===== src/rtl/uart_tx_scheduler.sv =====
// Round-robin arbiter feeding a single UART transmitter (8N1, or 8E1 when
// UART_TX_PARITY_EN is defined); one frame at a time, all outputs registered.
module uart_tx_scheduler #(
  parameter int NUM_REQ      = 4,
  parameter int CLKS_PER_BIT = 650
) (
  input  logic                       Clock_In,
  input  logic                       Reset,
  input  logic [NUM_REQ-1:0]         Req,
  input  logic [8*NUM_REQ-1:0]       Data_In,
  output logic [NUM_REQ-1:0]         Ack,
  output logic [$clog2(NUM_REQ)-1:0] Grant_Id,
  output logic                       Busy,
  output logic                       Tx_Out
);
  localparam int IDW = $clog2(NUM_REQ);
  localparam logic [15:0] BIT_END = 16'(CLKS_PER_BIT - 1);

`ifdef UART_TX_PARITY_EN
  typedef enum logic [2:0] {IDLE, START, DATA, PARITY, STOP} state_t;
`else
  typedef enum logic [2:0] {IDLE, START, DATA, STOP} state_t;
`endif

  state_t             state_reg, state_next;
  logic [15:0]        cnt_reg, cnt_next;
  logic [2:0]         bit_reg, bit_next;
  logic [7:0]         shift_reg, shift_next;
  logic               tx_reg, tx_next;
  logic               busy_reg, busy_next;
  logic [NUM_REQ-1:0] ack_reg, ack_next;
  logic [IDW-1:0]     grant_reg, grant_next;
  logic [IDW-1:0]     last_reg, last_next;
`ifdef UART_TX_PARITY_EN
  logic               par_reg, par_next;
`endif

  logic               found;
  logic [IDW-1:0]     winner;
  logic [IDW:0]       sum;
  logic [NUM_REQ-1:0] win_onehot;
  logic               bit_done;

  // Search upward from the slot after the last winner, wrapping once.
  always_comb begin
    found  = 1'b0;
    winner = last_reg;
    sum    = '0;
    for (int k = 1; k <= NUM_REQ; k++) begin
      sum = {1'b0, last_reg} + (IDW+1)'(k);
      if (sum >= (IDW+1)'(NUM_REQ)) sum = sum - (IDW+1)'(NUM_REQ);
      if (!found && Req[sum[IDW-1:0]]) begin
        found  = 1'b1;
        winner = sum[IDW-1:0];
      end
    end
  end

  generate
    for (genvar gi = 0; gi < NUM_REQ; gi++) begin : g_onehot
      assign win_onehot[gi] = (winner == IDW'(gi));
    end
  endgenerate

  assign bit_done = (cnt_reg == BIT_END);

  always_comb begin
    state_next = state_reg;
    cnt_next   = cnt_reg + 16'd1;
    bit_next   = bit_reg;
    shift_next = shift_reg;
    tx_next    = tx_reg;
    busy_next  = busy_reg;
    ack_next   = '0;
    grant_next = grant_reg;
    last_next  = last_reg;
`ifdef UART_TX_PARITY_EN
    par_next   = par_reg;
`endif
    case (state_reg)
      IDLE: begin
        cnt_next = '0;
        if (found) begin
          state_next = START;
          shift_next = Data_In[{winner, 3'b000} +: 8];
`ifdef UART_TX_PARITY_EN
          par_next   = ^Data_In[{winner, 3'b000} +: 8];
`endif
          grant_next = winner;
          last_next  = winner;
          ack_next   = win_onehot;
          tx_next    = 1'b0;
          busy_next  = 1'b1;
        end
      end
      START: begin
        if (bit_done) begin
          state_next = DATA;
          cnt_next   = '0;
          bit_next   = '0;
          tx_next    = shift_reg[0];
        end
      end
      DATA: begin
        if (bit_done) begin
          cnt_next = '0;
          if (bit_reg == 3'd7) begin
`ifdef UART_TX_PARITY_EN
            state_next = PARITY;
            tx_next    = par_reg;
`else
            state_next = STOP;
            tx_next    = 1'b1;
`endif
          end else begin
            // Next bit comes from the shifted copy, so tx tracks shift_next[0].
            bit_next   = bit_reg + 3'd1;
            shift_next = shift_reg >> 1;
            tx_next    = shift_reg[1];
          end
        end
      end
`ifdef UART_TX_PARITY_EN
      PARITY: begin
        if (bit_done) begin
          state_next = STOP;
          cnt_next   = '0;
          tx_next    = 1'b1;
        end
      end
`endif
      STOP: begin
        if (bit_done) begin
          state_next = IDLE;
          cnt_next   = '0;
          tx_next    = 1'b1;
          busy_next  = 1'b0;
        end
      end
      default: begin
        state_next = IDLE;
        cnt_next   = '0;
        tx_next    = 1'b1;
        busy_next  = 1'b0;
      end
    endcase
  end

  always_ff @(posedge Clock_In or posedge Reset) begin
    if (Reset) begin
      state_reg <= IDLE;
      cnt_reg   <= '0;
      bit_reg   <= '0;
      shift_reg <= '0;
      tx_reg    <= 1'b1;
      busy_reg  <= 1'b0;
      ack_reg   <= '0;
      grant_reg <= '0;
      last_reg  <= IDW'(NUM_REQ - 1);
`ifdef UART_TX_PARITY_EN
      par_reg   <= 1'b0;
`endif
    end else begin
      state_reg <= state_next;
      cnt_reg   <= cnt_next;
      bit_reg   <= bit_next;
      shift_reg <= shift_next;
      tx_reg    <= tx_next;
      busy_reg  <= busy_next;
      ack_reg   <= ack_next;
      grant_reg <= grant_next;
      last_reg  <= last_next;
`ifdef UART_TX_PARITY_EN
      par_reg   <= par_next;
`endif
    end
  end

  assign Tx_Out   = tx_reg;
  assign Busy     = busy_reg;
  assign Ack      = ack_reg;
  assign Grant_Id = grant_reg;

endmodule


===== config.mk =====
export PLATFORM = sky130hd
export DESIGN_NAME = uart_tx_scheduler
export DESIGN_NICKNAME = d
export VERILOG_FILES = /design/src/rtl/uart_tx_scheduler.sv
export SDC_FILE = /design/constraint.sdc
export NUM_CORES = 1
export LEC_CHECK = 0
export ABC_AREA = 1
export CORE_MARGIN = 1
export CORE_UTILIZATION = 35
export CTS_BUF_LIST = sky130_fd_sc_hd__clkbuf_16
export DETAILED_ROUTE_END_ITERATION = 8
export GPL_ROUTABILITY_DRIVEN = 0
export PLACE_DENSITY = 0.56
export SKIP_LAST_GASP = 1
export SYNTH_ARGS = -nofsm -noshare
export SYNTH_HDL_FRONTEND = slang
export SYNTH_SLANG_ARGS = --single-unit

===== constraint.sdc =====
create_clock -name Clock_In -period 1.9 [get_ports Clock_In]
set_input_delay 0.38 -clock Clock_In [delete_from_list [all_inputs] [get_ports Clock_In]]
set_output_delay 0.38 -clock Clock_In [all_outputs]
set_load 0.03 [all_outputs]

==> summary.md <==
| Metric | Value |
|---|---|
| Final routed wirelength across all metal layers | `6388 um` |
| Average vias per placed instance | `4.669` |
| Power per cell area | `1696 nW/um2` |
| Via count of the first global-routing pass | `2,350` |
| Cell variety after synth | `31` |
| Slowest cell on the critical path | `sky130_fd_sc_hd__dfstp_2` |
| Estimated wirelength of the detail-placed design | `4708 um` |
| Avg Inst Size Synth | `7.287 um2` |
| Top library cells by usage in the layout, fill and taps aside | `sky130_fd_sc_hd__nand2_1 (103), sky130_fd_sc_hd__clkdlybuf4s50_1 (45), sky130_fd_sc_hd__dfrtp_1 (36), sky130_fd_sc_hd__nor2_1 (34), sky130_fd_sc_hd__nand3_1 (30)` |
| Count of max-cap constraint violations | `0` |
| Failing checks | `setup timing` |
| Data required, critical path | `2060 ps` |
| Total Power Consumption | `0.006028 W` |
| Die height | `87.61 um` |
| IO Count | `46` |
| FFs w/ async S/R, synth | `100.0%` |
| Clock-pin slew on the worst setup and hold paths | `60 ps` |
| Number of cells in the finished layout apart from fillers | `514` |
| # placed instances | `503` |
| Pins Over Slew Limit | `0` |
| Overflow left after global routing | `0` |
| Layout area overhead | `38.54%` |
| Switching power as a share of total power | `47.93%` |
| Post-detailed-route count of antenna-violating nets | `0` |
| Nets | `465` |
| Leading cell type in the layout, fill and taps excluded | `sky130_fd_sc_hd__nand2_1` |
| Number of levels the H-tree was split into | `2` |
| Number of core rows | `30` |
| Iteration-0 DRC count of the detailed router | `84` |
| Slew of the pin with the lowest slew margin | `334.9 ps` |
| Worst Setup Start Kind | `flop` |
| Cell-by-cell listing of the critical path | `nand2_1 > nand3_2 > nand2_4 > nand4_1 > nand2_1 > a211oi_2 > nand2_1 > nand2_1 > o21ai_1` |
| Fin Clk Skew | `7.565 ps` |
| Result of the run | `finished, violations left` |
| Critical Path Fanout Max | `7` |
| Overall die area | `7675 um2` |
| NetSw | `0.002889 W` |
| Final worst setup slack | `-20.69 ps` |
| Flops & latches, synth | `39` |
| Remaining routing DRC violations | `0` |
| Combinational power share | `63.5%` |
| Total nets after synthesis | `400` |
| Worst supply voltage drop on vdd | `0.6233 mV` |
| Fraction of layout cells with a size suffix above 1 | `21.05%` |
| Wire length of the first global-routing pass | `10,580 um` |
| Max_slew headroom | `77.43%` |
| Number of flip-flops in the largest register | `16` |
| Latest clock arrival within the worst-skew pair | `280 ps` |
| Arrival time worst endpoint | `2080 ps` |
| Classification of the worst setup path | `flop to flop` |
| TritonCTS clock tree | `done` |
| Leakage component of the power | `1.673 nW` |
| Port Buffers | `45` |
| Clock root buffer | `sky130_fd_sc_hd__clkbuf_16` |
| Internal Power | `0.003139 W` |
| Maximum clock insertion buffer count | `2` |
| Antenna diode count | `0` |
| Initial antenna violation count | `0` |
| Number of enable flip-flop cells after synthesis | `0` |
| Min Clock Period, post-route | `1921 ps` |
| Seq/Total Area, Yosys | `38.20%` |
| Core region area | `6944 um2` |
| Cts bufs inserted | `5` |
| Category of the worst setup path capture point | `flop` |
| Number of clock sinks | `39` |
| Share of the core filled with cells | `51.17%` |
| X dimension of the die | `87.61 um` |
| Count of endpoints failing setup in the final report | `3` |
| Hold Crit Class | `input port to asynchronous set/reset pin` |
| Cell count after synthesis | `352` |
| Area of the mapped netlist | `2565 um2` |
| Maximum number of pins on one net before global-route repair | `40` |
| Initial Util | `36.94%` |
| Relative contribution of sequential cells to total power | `20.8%` |
| Final-report hold violation count | `0` |
| Primary FF master, synth | `sky130_fd_sc_hd__dfrtp_1` |
| Longest individual stage delay on the worst path | `650 ps` |
| Crit-path most repeated cell | `sky130_fd_sc_hd__nand2_1` |
| Routed length per placed instance | `12.43 um` |
| Iteration count of the initial detailed-routing pass | `4` |
| GR Util All Layers | `17.59%` |
| Tcrit/Tclk final | `101.1%` |
| Setup repair after global routing missed its margin | `yes` |
| Yosys synthesis warning count | `0` |
| Via count | `2,400` |
| Clock share of power | `15.7%` |
| Max Clock Freq | `520.6 MHz` |
power groups by stage:
stage          sequential [W]  combinational [W]  clock, W
3_3_place_gp          0.00126            0.00333         0
4_1_cts               0.00125            0.00340  0.000971
3_5_place_dp          0.00126            0.00336         0
6_report              0.00125            0.00383  0.000947
5_1_grt               0.00128            0.00432   0.00101
2_1_floorplan         0.00132            0.00240         0
kinds of logic (layout without fill, tap and decap cells):
logic type,count (synthesis),in the layout,synth area share [%]
DFF,39,39,38.20
buffers and inverters,40,104,7.317
adders and majority gates,10,10,4.878
xor gates and xnor gates,4,4,1.366
and+or+nand+nor,231,233,42.39
AOI/OAI and AO/OA,28,28,5.854
through the flow:
stage	setup WS [ps]	hold WS (ps)	instance area, um2	TNS [ps]
floorplan	139.7	449.4	2565	0
global placement	-185.8	473.0	3223	-2166
detailed placement	-227.3	466.1	3223	-2901
CTS	17.39	460.9	3400	0
global route	-128.5	482.8	3553	-1441
finish	-20.69	451.6	3553	-30.17
area by class of cell:
| class | count | area (um2) |
|---|---|---|
| Sequential cell | 39 | 979.7 |
| Clock inverter | 3 | 43.79 |
| Fill cell | 663 | 3391 |
| Clock buffer | 5 | 125.1 |
| Inverter | 32 | 127.6 |
| Multi-Input combinational cell | 275 | 1548 |
| Tap cell | 96 | 120.1 |
| Timing Repair Buffer | 64 | 609.3 |
cell usage after synthesis, types with 4 or more instances:
master                    count  area share, %
sky130_fd_sc_hd__a21oi_1     15            2.9
sky130_fd_sc_hd__dfrtp_1     36             35
sky130_fd_sc_hd__ha_1        10            4.9
sky130_fd_sc_hd__inv_1       27            4.0
sky130_fd_sc_hd__nand2_1    111             16
sky130_fd_sc_hd__nand2_2     11            2.7
sky130_fd_sc_hd__nand2_4      4            1.8
sky130_fd_sc_hd__nand3_1     39            7.6
sky130_fd_sc_hd__nand3_2      4            1.6
sky130_fd_sc_hd__nand4_1      6            1.5
sky130_fd_sc_hd__nor2_1      36            5.3
sky130_fd_sc_hd__nor3_1       4           0.78
sky130_fd_sc_hd__nor3b_1      4            1.2
sky130_fd_sc_hd__o21ai_0      9            1.8
sky130_fd_sc_hd__xor2_1       4            1.4
layer usage:
metal	track usage [%]	up-vias	routed length, um
li1	-	1265	-
met1	22.03	1078	3000
met2	30.40	49	3070
met3	4.053	8	242
met4	4.918	0	75
met5	0	-	0
worst max-delay path, delay by kind of cell (launching register included):
family / cells / cell delay (ps)
flip-flops: 1 / 650
AO/OA/AOI/OAI: 2 / 310
AND/OR/NAND/NOR: 7 / 850
worst paths after layout:
check                                    startpoint                       end  slack (ps)  depth (start not counted)
setup / recovery            last_reg[0]$_DFFE_PP1P_  state_reg[0]$_DFFE_PP0P_         -20                          9
hold / removal                                Reset   Grant_Id[0]$_DFFE_PP0P_         450                          3
setup reg to reg            last_reg[0]$_DFFE_PP1P_  state_reg[0]$_DFFE_PP0P_         -20                          9
hold reg to reg            shift_reg[7]$_DFFE_PP0P_  shift_reg[7]$_DFFE_PP0P_         480                          2
max in group asynchronous                     Reset        Tx_Out$_DFFE_PP1P_        1190                          3
min in group Clock_In      shift_reg[7]$_DFFE_PP0P_  shift_reg[7]$_DFFE_PP0P_         480                          2
timing repair:
| item | CTS | global route |
|---|---|---|
| pin swaps | 0 | 12 |
| hold buffers | 0 | 0 |
| gates cloned | 0 | 2 |
| resized for setup | 2 | 33 |
| endpoints found under the setup margin | 11 | 21 |
| setup buffers | 0 | 1 |
Power figures use the tool's default switching activity.
